===== src/rtl/x_stream_fetcher_if.sv =====
// Bundle of the fetcher's stream, TCDM read-port and output signals.
// master = the fetcher itself, slave = its surroundings (scheduler, memory, datapath).
interface x_stream_fetcher_if #(
    parameter int unsigned BW              = 128,
    parameter int unsigned DATA_SIZE       = 32,
    parameter int unsigned META_CHUNK_SIZE = 32,
    parameter int unsigned ADDR_W          = 32
);
    logic [ADDR_W-1:0]          meta_end_addr_i;
    logic                       addr_valid_i;
    logic                       addr_ready_o;
    logic [ADDR_W-1:0]          addr_data_i;
    logic                       num_valid_i;
    logic                       num_ready_o;
    logic [7:0]                 num_data_i;
    logic                       mem_req_o;
    logic                       mem_gnt_i;
    logic [ADDR_W-1:0]          mem_add_o;
    logic                       mem_r_valid_i;
    logic [BW-1:0]              mem_r_data_i;
    logic [META_CHUNK_SIZE-1:0] meta_chunk_o;
    logic                       meta_loaded_o;
    logic                       x_valid_o;
    logic                       x_ready_i;
    logic [BW-1:0]              x_data_o;
    logic [7:0]                 x_num_o;
    logic                       busy_o;

    modport master (
        input  meta_end_addr_i, addr_valid_i, addr_data_i, num_valid_i, num_data_i,
               mem_gnt_i, mem_r_valid_i, mem_r_data_i, x_ready_i,
        output addr_ready_o, num_ready_o, mem_req_o, mem_add_o, meta_chunk_o,
               meta_loaded_o, x_valid_o, x_data_o, x_num_o, busy_o
    );
    modport slave (
        output meta_end_addr_i, addr_valid_i, addr_data_i, num_valid_i, num_data_i,
               mem_gnt_i, mem_r_valid_i, mem_r_data_i, x_ready_i,
        input  addr_ready_o, num_ready_o, mem_req_o, mem_add_o, meta_chunk_o,
               meta_loaded_o, x_valid_o, x_data_o, x_num_o, busy_o
    );
endinterface


===== src/rtl/x_stream_fetcher.sv =====
// X stream fetcher: pops address/count streams, reads BW-wide TCDM lines (two for unaligned runs),
// routes metadata chunks back to the scheduler and packed elements to the datapath.
// Optional counters: define X_STREAM_FETCHER_STATS_EN.
module x_stream_fetcher_lane #(
    parameter int unsigned DATA_SIZE = 32,
    parameter int unsigned IDX       = 0
) (
    input  logic [7:0]           n_i,
    input  logic [DATA_SIZE-1:0] d_i,
    output logic [DATA_SIZE-1:0] d_o
);
    assign d_o = (8'(IDX) < n_i) ? d_i : '0;
endmodule

module x_stream_fetcher #(
    parameter int unsigned BW              = 128,
    parameter int unsigned DATA_SIZE       = 32,
    parameter int unsigned META_CHUNK_SIZE = 32,
    parameter int unsigned ADDR_W          = 32
) (
    input  logic                clk_i,
    input  logic                rst_ni,
    input  logic                clear_i,
    x_stream_fetcher_if.master  bus
`ifdef X_STREAM_FETCHER_STATS_EN
    ,
    output logic [31:0]         stat_reqs_o,
    output logic [31:0]         stat_splits_o,
    output logic [31:0]         stat_stall_o
`endif
);
    localparam int unsigned BB    = BW / 8;
    localparam int unsigned EPW   = BW / DATA_SIZE;
    localparam int unsigned LB    = $clog2(BB);
    localparam int unsigned EB    = $clog2(DATA_SIZE / 8);
    localparam int unsigned CB    = $clog2(META_CHUNK_SIZE / 8);
    localparam int unsigned NCH   = BW / META_CHUNK_SIZE;
    localparam int unsigned OFF_W = LB - EB;

    localparam logic [2:0] S_IDLE  = 3'd0;
    localparam logic [2:0] S_REQ0  = 3'd1;
    localparam logic [2:0] S_WAIT0 = 3'd2;
    localparam logic [2:0] S_REQ1  = 3'd3;
    localparam logic [2:0] S_WAIT1 = 3'd4;
    localparam logic [2:0] S_OUT   = 3'd5;

    typedef struct packed {
        logic [ADDR_W-1:0] addr;
        logic              meta;
        logic [7:0]        n;
        logic [OFF_W-1:0]  off;
    } txn_t;

    logic [2:0]                 state_q;
    txn_t                       txn_q;
    logic [BW-1:0]              first_q;
    logic [BW-1:0]              x_data_q;
    logic [META_CHUNK_SIZE-1:0] meta_q;
    logic                       meta_ld_q;

    logic is_meta, idle, accept, need_split;
    logic [7:0] n_in;
    logic [ADDR_W-1:0] line_addr;

    assign idle    = (state_q == S_IDLE);
    assign is_meta = (bus.addr_data_i < bus.meta_end_addr_i);
    // Data addresses only pop together with their count, so the two streams never drift apart.
    assign bus.addr_ready_o = idle && (is_meta || bus.num_valid_i);
    assign bus.num_ready_o  = idle && bus.addr_valid_i && !is_meta;
    assign accept           = bus.addr_valid_i && bus.addr_ready_o;
    assign n_in = (bus.num_data_i > 8'(EPW)) ? 8'(EPW) : bus.num_data_i;

    assign line_addr  = {txn_q.addr[ADDR_W-1:LB], LB'(0)};
    assign need_split = (9'(txn_q.off) + 9'(txn_q.n)) > 9'(EPW);

    assign bus.mem_req_o = (state_q == S_REQ0) || (state_q == S_REQ1);
    assign bus.mem_add_o = (state_q == S_REQ0) ? line_addr :
                           (state_q == S_REQ1) ? line_addr + ADDR_W'(BB) : '0;

    // Element alignment: the run starts at lane 'off' of the first line, possibly spilling into the next.
    logic [2*BW-1:0] cat;
    logic [BW-1:0]   sh;
    logic [EPW-1:0][DATA_SIZE-1:0] sh_lanes, x_lanes;
    assign cat      = (state_q == S_WAIT1) ? {bus.mem_r_data_i, first_q} : {BW'(0), bus.mem_r_data_i};
    assign sh       = BW'(cat >> (int'(txn_q.off) * DATA_SIZE));
    assign sh_lanes = sh;

    for (genvar g = 0; g < EPW; g++) begin : g_lane
        x_stream_fetcher_lane #(.DATA_SIZE(DATA_SIZE), .IDX(g)) u_lane (
            .n_i (txn_q.n),
            .d_i (sh_lanes[g]),
            .d_o (x_lanes[g])
        );
    end

    logic [NCH-1:0][META_CHUNK_SIZE-1:0] chunks;
    assign chunks = bus.mem_r_data_i;

    always_ff @(posedge clk_i or negedge rst_ni) begin
        if (!rst_ni) begin
            state_q   <= S_IDLE;
            txn_q     <= '0;
            first_q   <= '0;
            x_data_q  <= '0;
            meta_q    <= '0;
            meta_ld_q <= 1'b0;
        end else if (clear_i) begin
            state_q   <= S_IDLE;
            txn_q     <= '0;
            first_q   <= '0;
            x_data_q  <= '0;
            meta_q    <= '0;
            meta_ld_q <= 1'b0;
        end else begin
            meta_ld_q <= 1'b0;
            case (state_q)
                S_IDLE: if (accept) begin
                    txn_q.addr <= bus.addr_data_i;
                    txn_q.meta <= is_meta;
                    txn_q.n    <= n_in;
                    txn_q.off  <= bus.addr_data_i[LB-1:EB];
                    if (is_meta || bus.num_data_i != 8'd0) state_q <= S_REQ0;
                end
                S_REQ0: if (bus.mem_gnt_i) state_q <= S_WAIT0;
                S_WAIT0: if (bus.mem_r_valid_i) begin
                    first_q <= bus.mem_r_data_i;
                    if (txn_q.meta) begin
                        meta_q    <= chunks[txn_q.addr[LB-1:CB]];
                        meta_ld_q <= 1'b1;
                        state_q   <= S_IDLE;
                    end else if (need_split) begin
                        state_q <= S_REQ1;
                    end else begin
                        x_data_q <= x_lanes;
                        state_q  <= S_OUT;
                    end
                end
                S_REQ1: if (bus.mem_gnt_i) state_q <= S_WAIT1;
                S_WAIT1: if (bus.mem_r_valid_i) begin
                    x_data_q <= x_lanes;
                    state_q  <= S_OUT;
                end
                S_OUT: if (bus.x_ready_i) state_q <= S_IDLE;
                default: state_q <= S_IDLE;
            endcase
        end
    end

    assign bus.x_valid_o     = (state_q == S_OUT);
    assign bus.x_data_o      = (state_q == S_OUT) ? x_data_q : '0;
    assign bus.x_num_o       = (state_q == S_OUT) ? txn_q.n : 8'd0;
    assign bus.meta_chunk_o  = meta_q;
    assign bus.meta_loaded_o = meta_ld_q;
    assign bus.busy_o        = !idle;

`ifdef X_STREAM_FETCHER_STATS_EN
    always_ff @(posedge clk_i or negedge rst_ni) begin
        if (!rst_ni) begin
            stat_reqs_o   <= '0;
            stat_splits_o <= '0;
            stat_stall_o  <= '0;
        end else if (clear_i) begin
            stat_reqs_o   <= '0;
            stat_splits_o <= '0;
            stat_stall_o  <= '0;
        end else begin
            if (bus.mem_req_o && bus.mem_gnt_i && stat_reqs_o != '1)
                stat_reqs_o <= stat_reqs_o + 32'd1;
            if (state_q == S_WAIT0 && bus.mem_r_valid_i && !txn_q.meta && need_split
                && stat_splits_o != '1)
                stat_splits_o <= stat_splits_o + 32'd1;
            if (state_q == S_OUT && !bus.x_ready_i && stat_stall_o != '1)
                stat_stall_o <= stat_stall_o + 32'd1;
        end
    end
`endif
endmodule


===== src/flat_wrapper.sv =====
// flat-port wrapper written by rule: the top's interface ports become plain ports
module x_stream_fetcher_flat 
#(
    parameter int unsigned BW              = 128,
    parameter int unsigned DATA_SIZE       = 32,
    parameter int unsigned META_CHUNK_SIZE = 32,
    parameter int unsigned ADDR_W          = 32
)
  (clk_i, rst_ni, clear_i, bus_meta_end_addr_i, bus_addr_valid_i, bus_addr_data_i, bus_num_valid_i, bus_num_data_i, bus_mem_gnt_i, bus_mem_r_valid_i, bus_mem_r_data_i, bus_x_ready_i, bus_addr_ready_o, bus_num_ready_o, bus_mem_req_o, bus_mem_add_o, bus_meta_chunk_o, bus_meta_loaded_o, bus_x_valid_o, bus_x_data_o, bus_x_num_o, bus_busy_o);
  x_stream_fetcher_if #(.BW(BW), .DATA_SIZE(DATA_SIZE), .META_CHUNK_SIZE(META_CHUNK_SIZE), .ADDR_W(ADDR_W)) bus_i ();
  input  logic clk_i;
  input  logic rst_ni;
  input  logic clear_i;
  input wire logic [$bits(bus_i.meta_end_addr_i)-1:0] bus_meta_end_addr_i;
  input wire logic [$bits(bus_i.addr_valid_i)-1:0] bus_addr_valid_i;
  input wire logic [$bits(bus_i.addr_data_i)-1:0] bus_addr_data_i;
  input wire logic [$bits(bus_i.num_valid_i)-1:0] bus_num_valid_i;
  input wire logic [$bits(bus_i.num_data_i)-1:0] bus_num_data_i;
  input wire logic [$bits(bus_i.mem_gnt_i)-1:0] bus_mem_gnt_i;
  input wire logic [$bits(bus_i.mem_r_valid_i)-1:0] bus_mem_r_valid_i;
  input wire logic [$bits(bus_i.mem_r_data_i)-1:0] bus_mem_r_data_i;
  input wire logic [$bits(bus_i.x_ready_i)-1:0] bus_x_ready_i;
  output wire logic [$bits(bus_i.addr_ready_o)-1:0] bus_addr_ready_o;
  output wire logic [$bits(bus_i.num_ready_o)-1:0] bus_num_ready_o;
  output wire logic [$bits(bus_i.mem_req_o)-1:0] bus_mem_req_o;
  output wire logic [$bits(bus_i.mem_add_o)-1:0] bus_mem_add_o;
  output wire logic [$bits(bus_i.meta_chunk_o)-1:0] bus_meta_chunk_o;
  output wire logic [$bits(bus_i.meta_loaded_o)-1:0] bus_meta_loaded_o;
  output wire logic [$bits(bus_i.x_valid_o)-1:0] bus_x_valid_o;
  output wire logic [$bits(bus_i.x_data_o)-1:0] bus_x_data_o;
  output wire logic [$bits(bus_i.x_num_o)-1:0] bus_x_num_o;
  output wire logic [$bits(bus_i.busy_o)-1:0] bus_busy_o;
  assign bus_i.meta_end_addr_i = bus_meta_end_addr_i;
  assign bus_i.addr_valid_i = bus_addr_valid_i;
  assign bus_i.addr_data_i = bus_addr_data_i;
  assign bus_i.num_valid_i = bus_num_valid_i;
  assign bus_i.num_data_i = bus_num_data_i;
  assign bus_i.mem_gnt_i = bus_mem_gnt_i;
  assign bus_i.mem_r_valid_i = bus_mem_r_valid_i;
  assign bus_i.mem_r_data_i = bus_mem_r_data_i;
  assign bus_i.x_ready_i = bus_x_ready_i;
  assign bus_addr_ready_o = bus_i.addr_ready_o;
  assign bus_num_ready_o = bus_i.num_ready_o;
  assign bus_mem_req_o = bus_i.mem_req_o;
  assign bus_mem_add_o = bus_i.mem_add_o;
  assign bus_meta_chunk_o = bus_i.meta_chunk_o;
  assign bus_meta_loaded_o = bus_i.meta_loaded_o;
  assign bus_x_valid_o = bus_i.x_valid_o;
  assign bus_x_data_o = bus_i.x_data_o;
  assign bus_x_num_o = bus_i.x_num_o;
  assign bus_busy_o = bus_i.busy_o;
  x_stream_fetcher #(.BW(BW), .DATA_SIZE(DATA_SIZE), .META_CHUNK_SIZE(META_CHUNK_SIZE), .ADDR_W(ADDR_W)) u_core (.clk_i(clk_i), .rst_ni(rst_ni), .clear_i(clear_i), .bus(bus_i));
endmodule

===== config.mk =====
export PLATFORM = sky130hd
export DESIGN_NAME = x_stream_fetcher_flat
export DESIGN_NICKNAME = d
export VERILOG_FILES = /design/src/rtl/x_stream_fetcher_if.sv /design/src/rtl/x_stream_fetcher.sv /design/src/flat_wrapper.sv
export SDC_FILE = /design/constraint.sdc
export NUM_CORES = 1
export LEC_CHECK = 0
export CAP_MARGIN = 20
export CELL_PAD_IN_SITES_DETAIL_PLACEMENT = 1
export CELL_PAD_IN_SITES_GLOBAL_PLACEMENT = 1
export CORE_UTILIZATION = 41
export CTS_CLUSTER_SIZE = 16
export DETAILED_ROUTE_END_ITERATION = 8
export MAX_ROUTING_LAYER = met4
export PLACE_DENSITY_LB_ADDON = 0.08
export SYNTH_ARGS = -nofsm -noshare
export SYNTH_HDL_FRONTEND = slang
export SYNTH_SLANG_ARGS = --single-unit

===== constraint.sdc =====
create_clock -name clk_i -period 4.03 [get_ports clk_i]
set_input_delay 1.0075 -clock clk_i [delete_from_list [all_inputs] [get_ports clk_i]]
set_output_delay 1.0075 -clock clk_i [all_outputs]
set_load 0.005 [all_outputs]

; ---- After elaboration in Yosys (flattened, before gate mapping)
; Cells that the tools add are included.
[word_totals]
ff_bits = 335
input_bits = 208
output_inout_bits = 206
[classes]
n_addsub = 2
n_lt_le_gt_ge = 8
n_eq_ne = 14
shifts = 1
mux = 43
reduce_logical = 22
[op_table]
columns = op, n
row1 = $mux 128, 9
row2 = $mux 32, 11
row3 = $mux 256, 1
row4 = $pmux 128 s2, 1
row5 = $shr 256x7->128, 1
row6 = $mux 43, 3
row7 = $bmux 32 s2, 1
row8 = $add 32x5->32 const B, 1
row9 = $lt 32x32->1, 1
row10 = $mux 3, 10
row11 = $ne 3x3->1 const B, 9
row12 = $pmux 3 s6, 1
row13 = $lt 1x8->1 const A, 2
row14 = $lt 2x8->1 const A, 2
row15 = $mux 8, 2
row16 = $reduce_bool 2->1, 5
row17 = $add 2x8->9, 1
row18 = $gt 9x3->1 const B, 1
row19 = $gt 8x3->1 const B, 1
row20 = $reduce_bool 8->1, 1
row21 = $reduce_and 7->1, 1
row22 = $eq 3x2->1 const B, 2
row23 = $eq 3x3->1 const B, 2
row24 = $reduce_and 5->1, 1
row25 = other kinds (10), 20

; ---- Logic depth before layout (Yosys ltp)
; Gate-level depths: netlist of run 1.
[depth]
depth_word = 9
ltp_mapped = 14
depth_no_buf = 9

; ---- Modules after synthesis
; A second synthesis of run 1 with hierarchy kept.
[unflattened]
hier_cells = 2470
area_unflattened_um2 = 23138.4
[modules_own_cells]
columns = module, instances, cells_each, area_each_um2, seq_area_each_um2
row1 = x_stream_fetcher, 1, 2310, 21793.4, 8282.9
row2 = x_stream_fetcher_lane at u_core.g_lane[0].u_lane, 1, 40, 371.6, 0.0
row3 = x_stream_fetcher_lane at u_core.g_lane[1].u_lane, 1, 40, 329.1, 0.0
row4 = x_stream_fetcher_lane at u_core.g_lane[2].u_lane, 1, 40, 322.8, 0.0
row5 = x_stream_fetcher_lane at u_core.g_lane[3].u_lane, 1, 40, 321.6, 0.0

; ---- Worst setup path before layout of run 1
; OpenSTA, ideal clock, no wires.
[synth_timing]
path_type = input port to output port
from = input port bus_meta_end_addr_i[15]
to = output port bus_addr_ready_o
arrival_time_ps = 2596
required_time_ps = 3023
setup_slack_ps = 426
path_stages = 8
n_path_buf = 1
cell_sequence = inv_1 ha_1 nand4_1 nor3_1 a31oi_1 a211oi_2 clkbuf_1 nor3_1
[synth_via]
elab_chain_cells = 3
[synth_rtl]
columns = element, line_no
row1 = "start, declared", flat_wrapper.sv:14  ; input wire logic [$bits(bus_i.meta_end_addr_i)-1:0] bus_meta_end_addr_i;
row2 = $lt 32x32->1, x_stream_fetcher.sv:66  ; assign is_meta = (bus.addr_data_i < bus.meta_end_addr_i);
row3 = $logic_or 1x1->1, x_stream_fetcher.sv:68  ; assign bus.addr_ready_o = idle && (is_meta || bus.num_valid_i);
row4 = $logic_and 1x1->1, x_stream_fetcher.sv:68
row5 = "end, declared", flat_wrapper.sv:23  ; output wire logic [$bits(bus_i.addr_ready_o)-1:0] bus_addr_ready_o;
; Every way passes these cells.

; ---- Worst setup path after layout of run 1
[layout_timing]
from = input port bus_meta_end_addr_i[6]
to = output port bus_addr_ready_o
; Same word-level chain as after synthesis.

==> results of run 1 <==
per-stage QoR:
step / util / total power, µW
finish: 0.545 / 11100
global route: 0.545 / 11700
CTS: 0.541 / 11200
detailed placement: 0.513 / 7410
global placement: 0.513 / 7310
floorplan: - / 6130
repair_timing:
action | 4_1_cts | 5_1_grt
setup endpoints to repair | 4 | 22
gates cloned | 0 | 1
pin swaps | 9 | 13
setup buffers | 5 | 4
gates resized for setup | 13 | 30
hold buffers | 0 | 0
cell families after synthesis:
kind of cell | share of synthesized area
and+or+nand+nor | 0.143
muxes | 0.158
buffers and inverters | 0.0529
DFF | 0.396
other | 0.000179
xor gates and xnor gates | 0.0109
AOI/OAI and AO/OA | 0.218
adders and majority gates | 0.0213
registers in the layout, summed over array words and instances, names as in the netlist:
signal / flops
u_core.first_q: 128
u_core.txn_q: 11
u_core.bus.meta_chunk_o: 32
u_core.line_addr: 28
u_core.x_data_q: 128
u_core.bus.meta_loaded_o: 1
u_core.state_q: 3
worst paths after layout:
path | startpoint | endpoint | slack, ns | cells past startpoint
min in group clk_i | u_core.x_data_q[57]$_DFFE_PN0P_ | u_core.x_data_q[57]$_DFFE_PN0P_ | 0.47 | 2
max in group asynchronous | rst_ni | u_core.first_q[3]$_DFFE_PN0P_ | 2.66 | 2
worst min-delay path | rst_ni | u_core.x_data_q[72]$_DFFE_PN0P_ | 0.42 | 1
worst min register to register | u_core.x_data_q[57]$_DFFE_PN0P_ | u_core.x_data_q[57]$_DFFE_PN0P_ | 0.47 | 2
worst max-delay path | bus_meta_end_addr_i[6] | bus_addr_ready_o | 0.06 | 10
worst max register to register | u_core.txn_q[13]$_DFFE_PN0P_ | u_core.x_data_q[18]$_DFFE_PN0P_ | 0.87 | 5
per-layer routing:
metal  GRT usage  up-vias  part of all wire
met4      0.0959        0             0.028
met3      0.0589      124             0.063
met2       0.462      519              0.47
met1       0.375     9681              0.44
met5           -        -                 0
li1            -     8522                 -
power groups by stage:
stage               clock network, µW  registers [µW]  logic, µW
CTS                              3780            3860       3510
global route                     3900            3920       3840
detailed placement                  0            3920       3490
finish                           3720            3890       3540
global placement                    0            3900       3410
floorplan                           0            3820       2320
cell type report:
class                      count  area (µm²)  share of cell area
antenna                       12        30.0             0.00110
multi-input combinational   1552       11700               0.429
clock inverter                13         129             0.00470
inverter                      44         174             0.00635
clock buffer                  60        1210              0.0441
sequential                   331        8290               0.303
timing repair buffer         499        4970               0.181
tap                          672         841              0.0307
layout by cell type (no fill, tap or decap), types with 16 or more instances in the layout:
cell	Yosys	final
clkbuf_16	0	42
mux4_2	32	32
o21ai_0	108	107
clkdlybuf4s50_1	0	397
a22o_1	128	128
a32o_1	33	33
nor2_1	40	38
o31ai_1	85	85
a211oi_1	35	34
buf_4	8	74
inv_1	43	36
nand3_1	40	40
dfrtp_1	331	329
nor3_1	40	35
nand4_1	39	39
a21oi_1	114	112
nor2b_1	36	36
xor2_1	16	16
and2_1	139	139
mux2i_1	257	257
ha_1	34	28
o31ai_2	70	70
nand2_1	226	224
==> out/metrics.cfg, run 1 <==
[synthesis]
synth.cell_area_um2 = 20900
ys_warn_count = 0
synthTopCellsByArea = dfrtp_1 (40%), mux2i_1 (12%), a22o_1 (5.4%)
synthFlopType = dfrtp_1
async_flop_share = 1.00
synth.avg_cell_area_um2 = 9.80
synthTopCellsByCount = dfrtp_1 (331), mux2i_1 (257), nand2_1 (226)
syn_inst = 2134
synth.most_common_cell = dfrtp_1
ys_seq_area_frac = 0.396
yosys_register_bits = 331
synth_edf_count = 0
synth_top_area_frac = 0.396
synth.distinct_cells = 55
synth_top_cell_by_area = dfrtp_1

[die]
dieHeight_um = 228
core_area_um2 = 50300
die-area_um2 = 51900
rows = 82
die_w_um = 228
io_pins = 414
start_util = 0.416

[sta]
drv_slew = 0
relSlewSlack = 0.209
whs_ns = 0.419
fin_ws_ns = 0.0634
finalCritPeriodShare = 0.984
setup_viol = 0
fin_crit_ns = 3.97
rsz0062_at_grt = yes
hold_viol = 0
finalClockSkew_ns = 0.0301
tns_ns = 0
clock.fmax_mhz = 252
tightest_slew_ns = 1.19

[power]
power.net_switching_uw = 3920
seqPwrFrac = 0.349
power_density_nw_per_um2 = 407
power.share.combinational = 0.317
switching_share = 0.352
vdd_ir_drop_max_mv = 0.338
pwr-share-clk = 0.334
p_leak_uw = 0.0113
p_int_uw = 7220

[placed_design]
hpwlAfterDp_um = 48800
io_buffer_count = 409
placedCellCount = 3088
place_area_um2 = 25800
gp_congestion = 0.824
dpl_worst_slack_ns = -0.431

[route]
antenna_left = 0
drc = 0
wl_per_cell_um = 23.7
drt_pass1_iterations = 5
wl_um = 75400
drt_iter0_drc = 1259
num_vias = 18800
vias_per_cell = 5.92

[critical_path]
worst_ep_required_time_ns = 3.02
crit_path_max_incr_delay_ns = 0.48
end_kind = output pin
worst-path-buf-inv = 4
path_class = input pin to output pin
crit_fanout = 2
path_common_cell = nor3_2
crit_arrival_ns = 2.96
path_cells = clkdlybuf4s50_1 -> inv_1 -> ha_1 -> nand2_1 -> nor3_2 -> a31oi_2 -> buf_4 -> a211oi_4 -> nor3_2 -> buf_2
cp-start-kind = input pin
crit_family = buffers and inverters
slowest_stage = clkdlybuf4s50_1

[final_layout]
fin_area_um2 = 27400
area_growth_pct = 31.0
final_cells = 3183
nets = 2712
fill_cells = 5538
drive_gt1_frac = 0.123

[cts]
clk_pin_slew_ns = 0.06
cts.path.max_buffers = 3
cts_tree = built
cts.sinks = 331
htree_levels = 2
numCtsBuffers = 41
clk_latency_ns = 0.57
cts_root_buf = clkbuf_16

[grt]
grt.total_usage = 0.293
grt_pass1_wl_um = 118000
grt_max_degree = 160
grt_pass1_vias = 20000
antenna_found_initial = 14
overflow = 0

[worst_hold_path]
hold_class = input pin to async pin

[outcome]
outcome = finished clean

[run]
maxCapViolations = 0

(Power assumes the default switching activity.)
==> run 2, diff against run 1 <==
--- a/config.mk
+++ b/config.mk
@@ -8,10 +8,10 @@
 export CAP_MARGIN = 20
 export CELL_PAD_IN_SITES_DETAIL_PLACEMENT = 1
 export CELL_PAD_IN_SITES_GLOBAL_PLACEMENT = 1
-export CORE_UTILIZATION = 41
+export CORE_UTILIZATION = 45
 export CTS_CLUSTER_SIZE = 16
 export DETAILED_ROUTE_END_ITERATION = 8
-export MAX_ROUTING_LAYER = met4
+export DONT_BUFFER_PORTS = 1
 export PLACE_DENSITY_LB_ADDON = 0.08
 export SYNTH_ARGS = -nofsm -noshare
 export SYNTH_HDL_FRONTEND = slang
==> out/metrics.cfg, run 2 (synthesis results as in run 1) <==
[power]
power_density_nw_per_um2 = 473
p_leak_uw = 0.00952
p_total_uw = 10700
pwr-share-clk = 0.362
switching_share = 0.340
seqPwrFrac = 0.362
vdd_ir_drop_max_mv = 0.362
power.share.combinational = 0.275
p_int_uw = 7060
power.net_switching_uw = 3640

[critical_path]
r2r-end = u_core.x_data_q[79]$_DFFE_PN0P_
worst-path-buf-inv = 0
end_kind = output pin
worst_ep_required_time_ns = 3.02
crit_family = simple AND/OR/NAND/NOR gates
worst-path-stages = 6
slowest_stage = dfrtp_1
reg2reg_from = u_core.txn_q[2]$_DFFE_PN0P_
cp-start-kind = flip-flop
path_cells = and4_1 -> nand4_1 -> nor3_1 -> nand2_1 -> xor2_1 -> nor2_1
rrSetupSlack_ns = 0.99
crit_path_max_incr_delay_ns = 0.55
crit_start = u_core.state_q[1]$_DFFE_PN0P_
crit_fanout = 9
endpoint = bus_mem_add_o[28]
crit_arrival_ns = 2.66
path_class = flip-flop to output pin
worstRegToRegCells = 9

[final_layout]
fin_area_um2 = 22600
final_cells = 2639
area_growth_pct = 8.19
multi_input_area_um2 = 11600
nets = 2252
drive_gt1_frac = 0.112
num_antenna_cells = 0
final_cell_mix = dfrtp_1 (329), mux2i_1 (257), nand2_1 (225)
fill_cells = 4967
regArea_um2 = 8290
final_common_cell = dfrtp_1

[cts]
cts_root_buf = clkbuf_16
cts_resized = 0
postCtsSetupBuffers = 0
clk_pin_slew_ns = 0.06
cts.sinks = 331
clk_latency_ns = 0.57
htree_levels = 2
cts.path.max_buffers = 3
numCtsBuffers = 42
cts_tree = built
holdBufCountCts = 0

[grt]
grt_pass1_wl_um = 106000
antenna_found_initial = 0
overflow = 0
grt_pass1_vias = 17600
grt.total_usage = 0.286
grt_max_degree = 332

[route]
drt_pass1_iterations = 5
drt_iter0_drc = 1082
vias_per_cell = 6.39
antenna_left = 0
drc = 0
num_vias = 16900
wl_um = 68300
wl_per_cell_um = 25.9

[die]
die_w_um = 218
die-area_um2 = 47300
core_area_um2 = 45600
start_util = 0.459
dieHeight_um = 218
rows = 78
io_pins = 414

[sta]
hold_viol = 0
clock.fmax_mhz = 272
relSlewSlack = 0.304
finalCritPeriodShare = 0.911
drv_slew = 0
tightest_slew_ns = 1.04
setup_viol = 0
fin_crit_ns = 3.67
fin_ws_ns = 0.359
rsz0062_at_grt = no
tns_ns = 0
finalClockSkew_ns = 0.0159

[placed_design]
dpl_worst_slack_ns = 0.470
hpwlAfterDp_um = 43700
place_area_um2 = 21200
io_buffer_count = 0
gp_congestion = 0.836
placedCellCount = 2565

[worst_hold_path]
hold_class = input pin to async pin

[run]
maxCapViolations = 0

[outcome]
outcome = finished clean

[run 2: changes by cell type in the layout (fill, tap and decap cells not counted), sizes merged, moves of 2 or more]
cell,change
diode,-12
buf,-55
inv,+2
clkinv,-4
clkbuf,+4
clkdlybuf4s50,-397
clkinvlp,-2
dlymetal6s2s,-8
[run 2: worst min-delay path by stage]
stage,slack (ns),start,endpoint,depth (start not counted)
CTS,0.11,rst_ni,u_core.bus.meta_chunk_o[5]$_DFFE_PN0P_,0
global route,0.11,rst_ni,u_core.x_data_q[71]$_DFFE_PN0P_,0
global placement,0.45,u_core.x_data_q[19]$_DFFE_PN0P_,u_core.x_data_q[19]$_DFFE_PN0P_,2
floorplan,0.44,u_core.x_data_q[19]$_DFFE_PN0P_,u_core.x_data_q[19]$_DFFE_PN0P_,2
finish,0.14,rst_ni,u_core.x_data_q[71]$_DFFE_PN0P_,0
detailed placement,0.46,u_core.x_data_q[19]$_DFFE_PN0P_,u_core.x_data_q[19]$_DFFE_PN0P_,2
[run 2: final cells by class]
class	count	area share
clock inverter	10	0.00586
sequential	331	0.367
multi-input combinational	1551	0.513
tap	600	0.0332
clock buffer	64	0.0564
inverter	44	0.00752
timing repair buffer	39	0.0174
[run 2: stage by stage]
stage               hold slack (ns)  utilization
global placement              0.453        0.465
CTS                           0.110        0.496
finish                        0.135        0.496
floorplan                     0.440            -
global route                  0.115        0.496
detailed placement            0.459        0.465
[run 2: layer usage]
metal,routed length [µm],GRT usage,up-vias,part of all wire
met2,32500,0.463,461,0.48
met3,4430,0.0651,112,0.065
met1,29300,0.376,8718,0.43
met4,1980,0.0962,0,0.029
li1,-,-,7581,-
met5,0,0,-,0
[run 2: worst reg2reg max path, stage by stage, from the launching register on]
cell      delay, ns
dfrtp_1        0.48
ha_1           0.23
inv_1          0.06
fa_1           0.39
and4_1         0.23
o211ai_1       0.32
o21a_4         0.31
buf_12         0.50
nand2_1        0.34
o31ai_2        0.09
[run 2: power by group through the flow]
stage | combinational (µW) | sequential [µW] | clock [µW]
6_report | 2950 | 3880 | 3880
5_1_grt | 3220 | 3910 | 4070
4_1_cts | 2970 | 3870 | 3950
3_5_place_dp | 2950 | 3930 | 0
3_3_place_gp | 2890 | 3910 | 0
2_1_floorplan | 2320 | 3820 | 0
